--- src/rtl/melody_pkg.sv ---
// Shared definitions for the egg-timer alarm melody sequencer:
// FSM state codes, note-table field widths, default timing and the note ROM.
package melody_pkg;

  localparam int unsigned DIV_W   = 16;
  localparam int unsigned DUR_W   = 12;
  localparam int unsigned IDX_W   = 4;
  localparam int unsigned STATE_W = 3;

  localparam logic [STATE_W-1:0] S_IDLE = 3'd0;
  localparam logic [STATE_W-1:0] S_LOAD = 3'd1;
  localparam logic [STATE_W-1:0] S_PLAY = 3'd2;
  localparam logic [STATE_W-1:0] S_GAP  = 3'd3;
  localparam logic [STATE_W-1:0] S_DONE = 3'd4;

  localparam int unsigned DEF_NUM_NOTES = 8;
  localparam int unsigned DEF_GAP_TICKS = 20;
  localparam int unsigned DEF_REPEATS   = 3;

  typedef struct packed {
    logic [DIV_W-1:0] divider;
    logic [DUR_W-1:0] dur_ticks;
  } note_t;

  // Default melody; divider 0 is a rest, dur_ticks 0 plays as one tick.
  function automatic note_t note_lookup(input logic [IDX_W-1:0] idx);
    note_t n;
    case (idx)
      4'd0:    n = '{divider: 16'd500, dur_ticks: 12'd3};
      4'd1:    n = '{divider: 16'd450, dur_ticks: 12'd2};
      4'd2:    n = '{divider: 16'd400, dur_ticks: 12'd4};
      4'd3:    n = '{divider: 16'd0,   dur_ticks: 12'd1};
      4'd4:    n = '{divider: 16'd380, dur_ticks: 12'd2};
      4'd5:    n = '{divider: 16'd340, dur_ticks: 12'd0};
      4'd6:    n = '{divider: 16'd300, dur_ticks: 12'd2};
      4'd7:    n = '{divider: 16'd250, dur_ticks: 12'd5};
      default: n = '{divider: 16'd0,   dur_ticks: 12'd1};
    endcase
    return n;
  endfunction

endpackage

--- src/rtl/tick_prescaler.sv ---
// Free-running divider producing a one-cycle tick every TICK_CYC cycles.
// Ports: clk, reset (sync, active-low), clr (sync restart of the count),
//        tick_c (combinational, high on the terminal count).
module tick_prescaler #(
  parameter int unsigned TICK_CYC = 10
) (
  input  logic clk,
  input  logic reset,
  input  logic clr,
  output logic tick_c
);

  localparam int unsigned CNT_W = (TICK_CYC > 1) ? $clog2(TICK_CYC) : 1;

  logic [CNT_W-1:0] cnt;

  assign tick_c = (cnt == CNT_W'(TICK_CYC - 1));

  // Count 0..TICK_CYC-1; clr restarts so the first tick lands TICK_CYC cycles later.
  always_ff @(posedge clk) begin
    if (!reset) begin
      cnt <= '0;
    end else if (clr || tick_c) begin
      cnt <= '0;
    end else begin
      cnt <= cnt + CNT_W'(1);
    end
  end

endmodule

--- src/rtl/melody_sequencer.sv ---
// Alarm-melody controller: walks the note ROM, drives the tone generator's
// half-period divider and silencing reset, inserts gaps, repeats the melody.
// Ports: clk, reset (sync, active-low), start (begin pulse), stop (abort),
//        busy, done (completion pulse), clk_divider[15:0], tone_reset, note_idx[3:0].
module melody_sequencer #(
  parameter int unsigned CLK_HZ    = 100_000_000,
  parameter int unsigned TICK_HZ   = 1000,
  parameter int unsigned NUM_NOTES = 8,
  parameter int unsigned GAP_TICKS = 20,
  parameter int unsigned REPEATS   = 3
) (
  input  logic        clk,
  input  logic        reset,
  input  logic        start,
  input  logic        stop,
  output logic        busy,
  output logic        done,
  output logic [15:0] clk_divider,
  output logic        tone_reset,
  output logic [3:0]  note_idx
);

  import melody_pkg::*;

  localparam int unsigned TICK_CYC_RAW = CLK_HZ / TICK_HZ;
  localparam int unsigned TICK_CYC     = (TICK_CYC_RAW == 0) ? 1 : TICK_CYC_RAW;
  localparam int unsigned PASS_W       = (REPEATS > 1) ? $clog2(REPEATS) : 1;
  localparam logic [DUR_W-1:0] GAP_LOAD = DUR_W'((GAP_TICKS == 0) ? 1 : GAP_TICKS);

  logic [STATE_W-1:0] state, state_nxt;
  logic [IDX_W-1:0]   note_nxt;
  logic [PASS_W-1:0]  pass_cnt, pass_nxt;
  logic [DUR_W-1:0]   tick_cnt, tick_nxt, dur_eff;
  logic [DIV_W-1:0]   div_nxt;
  logic               busy_nxt, done_nxt, tone_reset_nxt;
  logic               tick_c, last_tick, presc_clr_c;
  note_t              cur_note;

  tick_prescaler #(.TICK_CYC(TICK_CYC)) u_presc (
    .clk    (clk),
    .reset  (reset),
    .clr    (presc_clr_c),
    .tick_c (tick_c)
  );

  // State and registered outputs.
  always_ff @(posedge clk) begin
    if (!reset) begin
      state       <= S_IDLE;
      note_idx    <= '0;
      pass_cnt    <= '0;
      tick_cnt    <= '0;
      clk_divider <= '0;
      tone_reset  <= 1'b1;
      busy        <= 1'b0;
      done        <= 1'b0;
    end else begin
      state       <= state_nxt;
      note_idx    <= note_nxt;
      pass_cnt    <= pass_nxt;
      tick_cnt    <= tick_nxt;
      clk_divider <= div_nxt;
      tone_reset  <= tone_reset_nxt;
      busy        <= busy_nxt;
      done        <= done_nxt;
    end
  end

  // Next state, counters and next output values.
  always_comb begin
    state_nxt = state;
    note_nxt  = note_idx;
    pass_nxt  = pass_cnt;
    tick_nxt  = tick_cnt;
    div_nxt   = clk_divider;
    cur_note  = note_lookup(note_idx);
    dur_eff   = (cur_note.dur_ticks == '0) ? DUR_W'(1) : cur_note.dur_ticks;
    last_tick = tick_c && (tick_cnt <= DUR_W'(1));

    if (stop && (state != S_IDLE)) begin
      state_nxt = S_IDLE;
    end else begin
      case (state)
        S_IDLE: begin
          if (start && !stop) begin
            state_nxt = S_LOAD;
            note_nxt  = '0;
            pass_nxt  = '0;
          end
        end
        S_LOAD: begin
          div_nxt   = cur_note.divider;
          tick_nxt  = dur_eff;
          state_nxt = S_PLAY;
        end
        S_PLAY: begin
          if (last_tick) begin
            tick_nxt  = GAP_LOAD;
            state_nxt = S_GAP;
          end else if (tick_c) begin
            tick_nxt = tick_cnt - DUR_W'(1);
          end
        end
        S_GAP: begin
          if (last_tick) begin
            if (note_idx < IDX_W'(NUM_NOTES - 1)) begin
              note_nxt  = note_idx + IDX_W'(1);
              state_nxt = S_LOAD;
            end else if (pass_cnt < PASS_W'(REPEATS - 1)) begin
              pass_nxt  = pass_cnt + PASS_W'(1);
              note_nxt  = '0;
              state_nxt = S_LOAD;
            end else begin
              state_nxt = S_DONE;
            end
          end else if (tick_c) begin
            tick_nxt = tick_cnt - DUR_W'(1);
          end
        end
        S_DONE:  state_nxt = S_IDLE;
        default: state_nxt = S_IDLE;
      endcase
    end

    if (state_nxt == S_IDLE) note_nxt = '0;

    busy_nxt       = (state_nxt != S_IDLE);
    done_nxt       = (state_nxt == S_DONE);
    tone_reset_nxt = !((state_nxt == S_PLAY) && (div_nxt != '0));
    // Restart the tick base on every state entry so each phase is exact.
    presc_clr_c    = (state_nxt != state);
  end

endmodule

--- config.mk ---
export PLATFORM = sky130hd
export DESIGN_NAME = melody_sequencer
export DESIGN_NICKNAME = d
export VERILOG_FILES = /design/src/rtl/melody_pkg.sv /design/src/rtl/tick_prescaler.sv /design/src/rtl/melody_sequencer.sv
export SDC_FILE = /design/constraint.sdc
export NUM_CORES = 1
export LEC_CHECK = 0
export CORE_MARGIN = 4
export CORE_UTILIZATION = 57
export DETAILED_ROUTE_END_ITERATION = 10
export PLACE_DENSITY = 0.81
export RECOVER_POWER = 25
export SLEW_MARGIN = 20
export SYNTH_ARGS = -nofsm -noshare
export SYNTH_HDL_FRONTEND = slang
export SYNTH_SLANG_ARGS = --single-unit
--- constraint.sdc ---
create_clock -name clk -period 3.05 [get_ports clk]
set_input_delay 0.7625 -clock clk [delete_from_list [all_inputs] [get_ports clk]]
set_output_delay 0.7625 -clock clk [all_outputs]
set_load 0.005 [all_outputs]
==> impl_metrics.csv <==
group,metric,value,unit
hold_path,hold_depth,1,
pwr,cellLeakagePower,1.53,nW
clocking,ctsHtreeMaxLevel,3,
synthesis,synth_top_area_cell,"dfxtp_1",
global_routing,grt_first_pass_wirelength,12700,µm
synthesis,syn_inst,378,
synthesis,synth_top_area_share,0.418,
clocking,cts_tree,"yes",
clocking,worst_skew_pair.late_latency,0.35,ns
global_routing,met1_usage,0.295,
placed_design,post_dp_cell_area,3670,µm²
setup_path,slowest_delay,0.56,ns
final_layout,stdcell_area,3870,µm²
sta,tns,0,ns
drt,via_per_inst,5.79,
setup_path,path_cells,"dlygate4sd3_1 > nor2_1 > clkbuf_1 > o311ai_0 > clkbuf_1 > inv_1 > and2_1 > inv_1 > ha_1 > o21ai_0 > o21ai_0",
drt,drt_first_pass_iters,5,
sta,skew,0.0109,ns
setup_path,critical_path_class,"in -> reg",
placed_design,hpwl,5370,µm
synthesis,synthDistinctLibCells,54,
pwr,powerDensity,452,nW/µm²
drt,routed-via-count,2866,
clocking,cts_buffers,9,
die,die_y,83.6,µm
final_layout,nNetsFinal,435,
clocking,cts_num_sinks,68,
synthesis,ys_async_sr_fraction,0,
setup_path,reg2reg_slack,0.34,ns
setup_path,r2r-start,"tick_cnt[0]",
final_layout,fill_cells,448,
final_layout,drive_gt1_frac,0.121,
drt,antenna_left,0,
hold_path,min-delay-start,"u_presc.cnt[0]",
synthesis,synthTopCellsByCount,"68 x dfxtp_1, 58 x nor2_1, 27 x a21oi_1, 27 x nand2_1, 18 x nand3_1",
synthesis,synth_edf_count,0,
clocking,clk_pin_slew,0.06,ns
sta,rsz0062_at_grt,"no",
final_layout,postLayoutCoreUtil,0.699,
synthesis,synthFlopType,"dfxtp_1",
pwr,peakVddDrop,345,µV
drt,drt-initial-drc-count,218,
synthesis,synth_area_per_cell,8.62,µm²
global_routing,gr-total-overflow,0,
drt,wl_per_cell,15.1,µm
synthesis,ys_ff_latch,68,
setup_path,worstPathMaxFanout,5,
clocking,post_cts_buffers,0,
run_status,outcome,"finished clean",
synthesis,synth.area.top_cells,"dfxtp_1 42%, nor2_1 6.7%, ha_1 4.2%",
clocking,cts_root_buf,"clkbuf_8",
setup_path,cp-end-kind,"register",
global_routing,use_met2,0.339,
final_layout,area_growth,18.8,%
sta,layout_min_cycle_time,2.79,ns
die,rows,27,
global_routing,grt_max_degree,26,
setup_path,required,3.27,ns
global_routing,grt_busiest_layer,"met2",
placed_design,gp_congestion,0.907,
setup_path,worst_ep_arrival_time,3.02,ns
synthesis,syn_nets,393,
final_layout,diodes,0,
synthesis,yosysWarnings,0,
global_routing,grt_use_met3,0.0543,
hold_path,whs_endpoint,"u_presc.cnt[0]",
clocking,ctsHoldBuffers,0,
synthesis,synth_area,3260,µm²
global_routing,grt_pass1_vias,2750,
hold_path,hold_path_class,"reg -> reg",
sta,setup_violations,0,
global_routing,track_usage,0.220,
flow_run,cap_violations,0,
sta,hold_violations,0,
die,dieArea,6990,µm²
drt,wl,7490,µm
die,die_x,83.6,µm
clocking,cts_resized,0,
setup_path,crit_family,"buffers and inverters",
sta,slew_headroom,0.402,
synthesis,synth_most_common_cell,"dfxtp_1",
setup_path,cp.buffers_inverters,5,
synthesis,synth_seq_area_share,0.418,
sta,tightest_slew,0.897,ns
die,io-pin-count,27,
sta,max_freq,358,MHz
global_routing,grt_antenna_before_repair,0,
clocking,cts_buffer_depth,2,
setup_path,rr_worst_depth,11,
drt,drc,0,
setup_path,cp-start-kind,"input port",
sta,fin_crit_sh,0.916,
placed_design,io_buffers,26,
die,core_area,5540,µm²
die,start_util,0.588,
sta,maxSlewViolCount,0,
setup_path,crit_slowest_cell,"dlygate4sd3_1",
-- cells in the final DEF, fill, tap and decap left out, types with 4 or more instances in the layout --
| cell | Yosys | routed |
|---|---|---|
| a21oi_1 | 27 | 27 |
| and3_1 | 10 | 10 |
| buf_4 | 0 | 15 |
| clkbuf_8 | 0 | 13 |
| clkdlybuf4s50_1 | 0 | 13 |
| dfxtp_1 | 68 | 68 |
| dlygate4sd3_1 | 0 | 13 |
| ha_1 | 11 | 11 |
| inv_1 | 15 | 15 |
| nand2_1 | 27 | 27 |
| nand3_1 | 18 | 18 |
| nand4_1 | 4 | 4 |
| nor2_1 | 58 | 58 |
| nor3_1 | 15 | 15 |
| nor3b_1 | 10 | 10 |
| nor4_1 | 10 | 10 |
| o21ai_0 | 16 | 16 |
| xnor2_1 | 6 | 6 |
| xor2_1 | 13 | 13 |
-- worst max path at each step --
stage | from | end | slack, ns | depth (start not counted)
after floorplan | u_presc.cnt[0] | register | 0.43 | 10
after global placement | start | register | 0.14 | 10
after detailed placement | start | register | 0.07 | 10
after CTS | u_presc.cnt[0] | register | 0.34 | 11
after global routing | tick_cnt[0] | register | 0.07 | 11
final | stop | register | 0.26 | 11
-- cell families after synthesis --
family,after synthesis,synth area share
mux,3,0.0115
fa+ha+maj,11,0.0422
compound gates,71,0.143
xor+xnor,19,0.0511
buf+inv,29,0.0403
flops,68,0.418
simple gates,177,0.294
-- per-layer routing --
layer  up-vias  part of all wire
met1      1329              0.47
li1       1430                 -
met4         0             0.018
met3        16             0.050
met2        91              0.46
met5         -                 0
-- where the power goes --
part / switching [mW] / internal [mW] / total [mW]
sequential: 0.00597 / 0.893 / 0.899
combinational: 0.0445 / 0.0285 / 0.0731
clock: 0.321 / 0.458 / 0.779
-- worst reg2reg max path, cell delays in order, from the launching register on --
cell and delay (ns):
dfxtp_1 0.39, inv_1 0.11, ha_1 0.28, o211ai_1 0.37, nor3_4 0.11, a21oi_1 0.31, a21o_1 0.22, and2_1 0.24
inv_1 0.11, ha_1 0.20, o21ai_0 0.15, o21ai_0 0.10
-- stage by stage --
stage                     setup WS, ns  total power [mW]  hold slack, ns  std cells
final                            0.257              1.75           0.460        495
after global routing            0.0674              1.81           0.496        495
after CTS                        0.342              1.77           0.467        495
after detailed placement        0.0660             0.993           0.453        481
after global placement           0.141             0.991           0.445        481
after floorplan                  0.428             0.964           0.430        378
-- final cells by class --
class	count	area (µm²)	share of cell area
clock buffers	13	179	0.0462
clock inverters	1	30.0	0.00776
inverters	16	60.1	0.0155
multi-input cells	281	1770	0.456
flip-flops and latches	68	1360	0.352
well taps	72	90.1	0.0233
repair buffers	44	384	0.0992
Power figures use the tool's default switching activity.
